--- config.mk ---
export PLATFORM = sky130hd
export DESIGN_NAME = updown_counter_p
export DESIGN_NICKNAME = d
export VERILOG_FILES = /design/src/rtl/updown_counter_p.sv
export SDC_FILE = /design/constraint.sdc
export NUM_CORES = 1
export LEC_CHECK = 0
export ABC_AREA = 1
export BUFFER_PORTS_ARGS = -buffer_cell sky130_fd_sc_hd__buf_2
export CORE_ASPECT_RATIO = 0.6
export CORE_MARGIN = 5
export CORE_UTILIZATION = 45
export CTS_CLUSTER_DIAMETER = 150
export DETAILED_ROUTE_END_ITERATION = 12
export MAX_ROUTING_LAYER = met4
export PLACE_DENSITY = 0.67
export SLEW_MARGIN = 10
export SYNTH_ARGS = -nofsm -noshare
export SYNTH_HDL_FRONTEND = slang
export SYNTH_SLANG_ARGS = --single-unit
export TNS_END_PERCENT = 1
--- constraint.sdc ---
create_clock -name clk -period 2.1 [get_ports clk]
set_clock_uncertainty 0.15 [all_clocks]
set_input_delay 0.105 -clock clk [delete_from_list [all_inputs] [get_ports clk]]
set_output_delay 0.105 -clock clk [all_outputs]
set_load 0.05 [all_outputs]
--- src/rtl/updown_counter_p.sv ---
// updown_counter_p: bounded up/down counter with a runtime [lo,hi] window.
//
// Ports:
//   clk       - clock; all state updates on the rising edge
//   reset     - asynchronous, active-high reset
//   en        - count enable (step this cycle)
//   mode      - direction: 1 = up, 0 = down
//   sat       - boundary policy: 1 = saturate, 0 = wrap
//   load      - synchronous load strobe (wins over en)
//   load_val  - value to load, clamped into [lo,hi]
//   lo, hi    - runtime unsigned bounds
//   Ankit_out - registered count value
//   tc        - registered terminal-count pulse (boundary step taken last edge)
//   cfg_err   - registered bound error flag (lo > hi)
//   wrap_cnt  - registered count of wrap events, modulo 2^WRAP_CNT_W
module updown_counter_p #(
    parameter int unsigned WIDTH      = 4,
    parameter int unsigned WRAP_CNT_W = 8
) (
    input  logic                  clk,
    input  logic                  reset,
    input  logic                  en,
    input  logic                  mode,
    input  logic                  sat,
    input  logic                  load,
    input  logic [WIDTH-1:0]      load_val,
    input  logic [WIDTH-1:0]      lo,
    input  logic [WIDTH-1:0]      hi,
    output logic [WIDTH-1:0]      Ankit_out,
    output logic                  tc,
    output logic                  cfg_err,
    output logic [WRAP_CNT_W-1:0] wrap_cnt
);

    logic [WIDTH-1:0]      count_q, count_d;
    logic                  tc_q, tc_d;
    logic                  err_q, err_d;
    logic [WRAP_CNT_W-1:0] wrap_q, wrap_d;
    logic                  at_bound;

    // Boundary in the direction of travel; only meaningful when count is in range.
    assign at_bound = mode ? (count_q == hi) : (count_q == lo);

    always_comb begin
        count_d = count_q;
        tc_d    = 1'b0;
        wrap_d  = wrap_q;
        err_d   = (lo > hi);
        if (!err_d) begin
            if (load) begin
                if (load_val < lo) begin
                    count_d = lo;
                end else if (load_val > hi) begin
                    count_d = hi;
                end else begin
                    count_d = load_val;
                end
            end else if (en) begin
                if ((count_q < lo) || (count_q > hi)) begin
                    // Out of window (e.g. after reset or a bound change): resync.
                    count_d = mode ? lo : hi;
                end else if (at_bound) begin
                    tc_d = 1'b1;
                    if (!sat) begin
                        count_d = mode ? lo : hi;
                        wrap_d  = wrap_q + 1'b1;
                    end
                end else if (mode) begin
                    count_d = count_q + 1'b1;
                end else begin
                    count_d = count_q - 1'b1;
                end
            end
        end
    end

    always_ff @(posedge clk or posedge reset) begin
        if (reset) begin
            count_q <= '0;
            tc_q    <= 1'b0;
            err_q   <= 1'b0;
            wrap_q  <= '0;
        end else begin
            count_q <= count_d;
            tc_q    <= tc_d;
            err_q   <= err_d;
            wrap_q  <= wrap_d;
        end
    end

    assign Ankit_out = count_q;
    assign tc        = tc_q;
    assign cfg_err   = err_q;
    assign wrap_cnt  = wrap_q;

endmodule
Word-level counts from Yosys, hierarchy flattened
Index checks and enable logic that the tools add are counted.

storage, ports and cells
  flip-flop bits (word level) = 14
  input port bits = 18
  output and inout port bits = 14
  logic and storage cells = 38

cells by class
  $add $sub $neg = 3
  order comparisons = 5
  equality and inequality tests = 3
  mux-type cells = 15
  bitwise logic cells = 4
  reduce and logical (&&, ||, !) cells = 4

operators by type and width
  kind                 number
  $mux 4               9
  $gt 4x4->1           3
  $add 8x1->8 const B  1
  $eq 4x4->1           2
  $lt 4x4->1           2
  $mux 1               6
  $reduce_and 6->1     1
  $add 4x1->4 const B  1
  $ne 4x3->1 const B   1
  $not 1->1            4
  $sub 4x1->4 const B  1
  $reduce_and 3->1     1
  $reduce_bool 2->1    1
  $logic_or 1x1->1     1

Logic depth before layout (Yosys ltp)
Gate-level depths: netlist of run 1.

  depth in word-level cells = 7
  gate-level depth with buffers = 14
  gate-level depth less buffers = 14

Worst setup path after synthesis of run 1
OpenSTA, ideal clock, no wires.

  kind = register -> register
  start point = reg count_q[0], in the netlist Ankit_out[0]
  end point = reg wrap_q[5], in the netlist wrap_cnt[5]
  library setup time = 0.122 ns
  arrival time = 1.892 ns
  required time = 1.828 ns
  slack = -0.064 ns
  cell stages (with the launch flop) = 10
  path buffers = 0
  period minus slack after synthesis = 2.164 ns
  cell sequence = dfrtp_1 inv_1 ha_1 nand2_1 o21ai_1 nand2_2 nor2_4 nand2_4 nand2_1 o21ai_2

between the ends
  word-level cells in the longest chain between the ends = 4
  elaborated cells on any way between the ends = 8
  those cells by class = 2 x order compare; 2 x eq/ne; 1 x mux; 1 x bitwise; 2 x reduce/logical

RTL lines
  what                                      line  text
  start: declaration                        35    logic [WIDTH-1:0] count_q, count_d;
  start signal: assignment                  84    count_q <= count_d;
  $lt 4x4->1 or $gt 4x4->1 (tied branches)  59    if ((count_q < lo) || (count_q > hi)) begin
  $logic_or 1x1->1                          59
  $not 1->1 (no line)                       -
  $reduce_and 6->1 (no line) *              -
  end signal: assignment                    87    wrap_q <= wrap_d;
  end: declaration                          38    logic [WRAP_CNT_W-1:0] wrap_q, wrap_d;

Every way passes the cells marked *; elsewhere a longest branch is shown, timed or not.
A chain may end at the register's enable or synchronous reset.

Worst setup path in the final report of run 1
  start point = reg count_q[1], in the netlist Ankit_out[1]
  end point = reg wrap_q[5], in the netlist wrap_cnt[5]

The elaborated chain is that of the path after synthesis.

==> results.yml, run 1 <==
run_status:
  status: "finished clean"
power:
  p_per_area_nw_per_um2: 770
  vdd_drop_max_v: 0.000467
  total_leakage_power_nw: 1.09
  total_power_w: 0.00143
drt:
  via_per_inst: 4.96
  wl_per_cell_um: 12.9
  drt-pass1-iter-count: 5
  vias: 1532
  drt-total-wl_mm: 4.00
  route.detailed.drc: 0
  drt_iter0_markers: 141
  ant_nets: 0
finish:
  nets: 306
  antenna_cells: 0
  area_growth_pct: 17.3
  design_area_um2: 1860
  drive_above_1_share_pct: 25.0
  post-route-util_pct: 55.8
  multi_input_area_um2: 1090
  seq_area_um2: 355
  fillers: 345
clock_network:
  cts.clk_slew.worst_paths_ps: 50
  insertion_delay_ps: 240
  cts_tree: "yes"
  ctsRootBufferMaster: "clkbuf_8"
  htreeDepth: 1
  clk_path_buf_depth: 2
  cts_setup_buffers: 0
  cts_sinks: 14
  cts_inserted_buffers: 3
timing:
  fmax_mhz: 504
  setup_violations: 0
  slew_headroom_pct: 65.4
  rsz0062_at_grt: "false"
  period_needed_ps: 1980
  worst_slack_ps: 117
  worstMarginPinSlew_ps: 519
  drv_slew: 0
  min_period_over_period_pct: 94.4
  timing.setup.tns_ps: 0
  hold_violations: 0
grt:
  gr-total-overflow: 0
  antenna_found_initial: 0
  grt_max_degree: 15
  grtUsageTotal_pct: 17.5
  grt_pass1_wl_mm: 6.70
  grt_pass1_vias: 1373
placement:
  dp_slack_ps: 125
  dpl.hpwl_mm: 3.35
  place_area_um2: 1790
  place_congestion: 0.907
  port_buffers: 31
floorplan:
  ios: 32
  core_region_area_um2: 3320
  dieWidth_um: 86.5
  floorplan.initialDensity_pct: 47.6
  dieArea_um2: 4840
  die_y_um: 55.9
  rows: 16
worst_hold_path:
  min_to: "tc"
  hold_start: "en"
  hp-class: "input port to register"
  hold_depth: 3
critical_path:
  end_kind: "register"
  crit_arrival_ps: 1960
  reg2reg_to: "wrap_cnt[5]"
  r2r_start: "Ankit_out[1]"
  crit_type: "register to register"
  cp_max_fo: 10
  cp.required_ps: 2080
  rr_worst_depth: 11
  reg2reg_slack_ps: 120
  cp-start-kind: "register"
logic_synthesis:
  ys_ff_latch: 14
  synthesis.instances: 229
  avgSynthCellArea_um2: 6.91
  synthesis.area_um2: 1580
  syn_nets: 270
  yosysWarnings: 0
  seq_area_frac_synth_pct: 22.2
  synth_cell_type_count: 28
run:
  cap_viol_max_count: 0
==> worst max-delay path by stage <==
| stage | startpoint | to | slack, ps | cells past startpoint |
|---|---|---|---|---|
| 6_report | Ankit_out[1] | wrap_cnt[5] | 120 | 11 |
| 4_1_cts | Ankit_out[2] | wrap_cnt[5] | 110 | 11 |
| 3_5_place_dp | Ankit_out[2] | wrap_cnt[2] | 120 | 11 |
| 2_1_floorplan | Ankit_out[2] | wrap_cnt[5] | 10 | 11 |
| 5_1_grt | Ankit_out[1] | wrap_cnt[7] | 6 | 11 |
| 3_3_place_gp | Ankit_out[1] | wrap_cnt[5] | 160 | 11 |
==> cell families after synthesis <==
family	Yosys count	synth area share [%]
adder cells (fa/ha/maj)	23	18.7
AO/OA/AOI/OAI	17	6.25
buffers and inverters	36	8.78
flip-flops	14	22.2
XOR/XNOR	7	3.88
AND/OR/NAND/NOR	132	40.3
==> cells in the mapped netlist <==
cell type,number,area (um2)
nor2_1,7,26.3
nand2_4,3,33.8
clkinv_1,1,3.75
nand3_2,2,20.0
fa_1,1,20.0
nand3b_1,1,7.51
o21bai_1,1,7.51
nor4_1,1,6.26
ha_1,22,275
a21oi_1,8,40.0
xor2_1,1,8.76
inv_2,13,48.8
xnor2_1,6,52.6
nor2_8,1,20.0
buf_4,1,7.51
nand2_2,2,12.5
nand4_1,8,50.1
nand2_1,76,285
o21ai_2,3,26.3
nor2_2,1,6.26
o21ai_1,3,15.0
inv_1,21,78.8
nor2_4,1,11.3
o21ai_0,2,10.0
nor3_1,1,5.00
dfrtp_1,14,350
nand3_1,27,135
nand3_4,1,17.5
==> where the power goes <==
part           leakage [nW]  switching (W)  internal [W]
combinational         0.880       0.000552      0.000250
clock                0.0288      0.0000874      0.000166
sequential            0.181      0.0000607      0.000313
total                  1.09       0.000700      0.000728
==> area by class of cell <==
type                    instances  area share (%)
flip-flops and latches         14            19.2
inverters                      35            7.08
multi-input cells             179            58.9
repair buffers                 32            8.90
clock buffers                   4            2.97
well taps                      45            3.03
==> sequential cells by signal (all words and copies together) (netlist names) <==
name / cells
Ankit_out: 4
cfg_err: 1
tc: 1
wrap_cnt: 8
==> what timing repair did <==
item,CTS,global route
setup endpoints to repair,0,5
resized for setup,0,1
hold buffers,1,0
endpoints found under the hold margin,14,0
==> per-stage QoR <==
step	hold slack, ps	std cells
2_1_floorplan	-156	229
3_3_place_gp	12.5	304
3_5_place_dp	19.1	304
4_1_cts	31.2	309
5_1_grt	30.5	309
6_report	35.4	309
==> cell usage in the layout, fill, tap and decap left out, drive strengths merged <==
master,count
o21bai,1
buf,31
fa,1
a21oi,8
ha,22
nor4,1
nand2,81
nor2,10
nor3,1
xnor2,6
inv,34
nand4,8
nand3,30
dlygate4sd3,1
o21ai,8
xor2,1
dfrtp,14
clkbuf,4
nand3b,1
clkinv,1
==> critical path, cell delays in order (launching register included) <==
cell	delay, ps
dfrtp_2	450
ha_1	350
nand2_1	90
nand2_1	50
nand2_1	60
nand2_2	60
nand2_4	110
nand3_4	100
nor2_8	170
nand2_4	120
nand2_1	90
o21ai_2	50
==> per-layer routing <==
metal / up-vias / track usage (%) / wire [um]
met1: 661 / 30.3 / 2330
li1: 818 / - / -
met4: 0 / 1.33 / 0
met3: 0 / 2.66 / 265
met2: 53 / 20.6 / 1410
met5: - / - / 0
No activity file was read; power rests on OpenSTA's default activity.
==> run 2, diff against run 1 <==
--- a/config.mk
+++ b/config.mk
@@ -9,11 +9,12 @@
 export BUFFER_PORTS_ARGS = -buffer_cell sky130_fd_sc_hd__buf_2
 export CORE_ASPECT_RATIO = 0.6
 export CORE_MARGIN = 5
-export CORE_UTILIZATION = 45
+export CORE_UTILIZATION = 55
 export CTS_CLUSTER_DIAMETER = 150
 export DETAILED_ROUTE_END_ITERATION = 12
+export HOLD_SLACK_MARGIN = 0.12
 export MAX_ROUTING_LAYER = met4
-export PLACE_DENSITY = 0.67
+export PLACE_DENSITY = 0.8
 export SLEW_MARGIN = 10
 export SYNTH_ARGS = -nofsm -noshare
 export SYNTH_HDL_FRONTEND = slang
==> run 2 against run 1 <==
  * Sequential share of layout area about the same
  * Setup slack worse by 16 ps
  * Flip-flop and latch count did not move
  * Final cell count decreased by 3.2%
  * Count of clock-buffer cells in the layout unchanged
  * Maximum frequency shrank 0.80%
  * Highest routed layer is now met4
  * Via count increased by 2.0%
  * Clock power increased by 2%
  * Worst hold slack gained 100 ps
  * Utilization grew 9.9 points
  * Combinational power is 0.6% higher
==> results.yml, run 2 (same netlist as run 1, synthesis figures left out) <==
run_status:
  status: "finished clean"
floorplan:
  ios: 32
  floorplan.initialDensity_pct: 56.2
  core_region_area_um2: 2820
  die_y_um: 51.5
  dieWidth_um: 79.2
  rows: 15
  dieArea_um2: 4080
drt:
  drt-total-wl_mm: 3.99
  drt-pass1-iter-count: 4
  drt_iter0_markers: 152
  wl_per_cell_um: 13.3
  route.detailed.drc: 0
  via_per_inst: 5.22
  ant_nets: 0
  vias: 1562
timing:
  worstMarginPinSlew_ps: 504
  period_needed_ps: 2000
  rsz0062_at_grt: "false"
  min_period_over_period_pct: 95.2
  drv_slew: 0
  hold-worst-slack_ps: 139
  setup_violations: 0
  fmax_mhz: 500
  worst_slack_ps: 101
  timing.setup.tns_ps: 0
  hold_violations: 0
  slew_headroom_pct: 66.4
finish:
  post-route-util_pct: 65.7
  layout.cells.most_common: "nand2_1"
  drive_above_1_share_pct: 24.5
  area_growth_pct: 17.0
  layout_common_cells: "76 x nand2_1, 31 x buf_2, 27 x nand3_1, 22 x ha_1, 21 x inv_1"
  stdcell_count: 299
  largest_reg_flops: 8
  fillers: 260
  antenna_cells: 0
  nets: 307
placement:
  place_congestion: 0.916
  dpl.cell_count: 293
  dp_slack_ps: 130
  dpl.hpwl_mm: 3.25
  port_buffers: 31
clock_network:
  ctsResizeCount: 0
  cts.clk_slew.worst_paths_ps: 50
  insertion_delay_ps: 240
  cts_inserted_buffers: 3
  cts_sinks: 14
  clk_path_buf_depth: 2
  cts_setup_buffers: 0
  htreeDepth: 1
  hold_buffers: 2
  cts_tree: "yes"
  ctsRootBufferMaster: "clkbuf_8"
power:
  total_leakage_power_nw: 1.10
  p_per_area_nw_per_um2: 777
  seq_power_share_pct: 26.0
  vdd_drop_max_v: 0.000580
  combPwrFrac_pct: 56.1
  clkPwrFrac_pct: 17.8
  swShare_pct: 49.3
  p_switching_w: 0.000708
  power.internal_w: 0.000729
run:
  cap_viol_max_count: 0
critical_path:
  crit_type: "register to register"
  cp-start-kind: "register"
  cp.required_ps: 2080
  crit_arrival_ps: 1980
  cp_max_fo: 10
  end_kind: "register"
grt:
  antenna_found_initial: 0
  gr-total-overflow: 0
  grt_pass1_vias: 1427
  grtUsageTotal_pct: 21.6
  grt_max_degree: 15
  grt_pass1_wl_mm: 6.64
worst_hold_path:
  hp-class: "input port to register"
run 2: cell types whose count changed in the layout (fill, tap and decap cells not counted), sizes merged:
cell,delta
dlygate4sd3,+1
run 2: metal layers:
metal | track usage (%) | wire, um | vias up
met4 | 2.57 | 17 | 0
li1 | - | - | 816
met2 | 28.2 | 1490 | 62
met5 | - | 0 | -
met3 | 3.81 | 438 | 2
met1 | 34.7 | 2050 | 682
run 2: power groups by stage:
stage / clock network, W / logic (W) / registers (W)
after floorplan: 0 / 0.000482 / 0.000493
after global placement: 0 / 0.000775 / 0.000372
after detailed placement: 0 / 0.000789 / 0.000376
after CTS: 0.000260 / 0.000797 / 0.000373
after global routing: 0.000278 / 0.000902 / 0.000380
final: 0.000257 / 0.000807 / 0.000374
run 2: cell type report:
type	count	area (um2)	share of cell area, %
Clock buffer	4	55.1	2.97
Tap cell	34	42.5	2.30
Inverter	35	131	7.10
Timing Repair Buffer	33	175	9.47
Multi-Input combinational cell	179	1090	59.0
Sequential cell	14	354	19.1
run 2: stage by stage:
stage	total power, W	area, um2
5_1_grt	0.00156	1850
3_3_place_gp	0.00115	1780
3_5_place_dp	0.00117	1780
4_1_cts	0.00143	1850
2_1_floorplan	0.000975	1590
6_report	0.00144	1850
run 2: path summary, 6_finish.rpt:
kind	start	end	slack, ps	cells past startpoint
min in group asynchronous	reset	wrap_cnt[4]	280	3
setup / recovery	Ankit_out[2]	wrap_cnt[5]	100	11
hold / removal	load	Ankit_out[0]	140	4
max in group asynchronous	reset	Ankit_out[3]	1160	3
setup reg to reg	Ankit_out[2]	wrap_cnt[5]	100	11
hold reg to reg	wrap_cnt[7]	wrap_cnt[7]	380	2
run 2: critical path, cell delays in order, from the launching register on:
cell     delay (ps)
dfrtp_1         470
ha_1            310
nand2_1         100
inv_2            60
nand2_1          80
nand2_2          60
nand2_4         110
nand3_4         110
nor2_8          170
nand2_4         110
nand2_1          90
o21ai_2          50
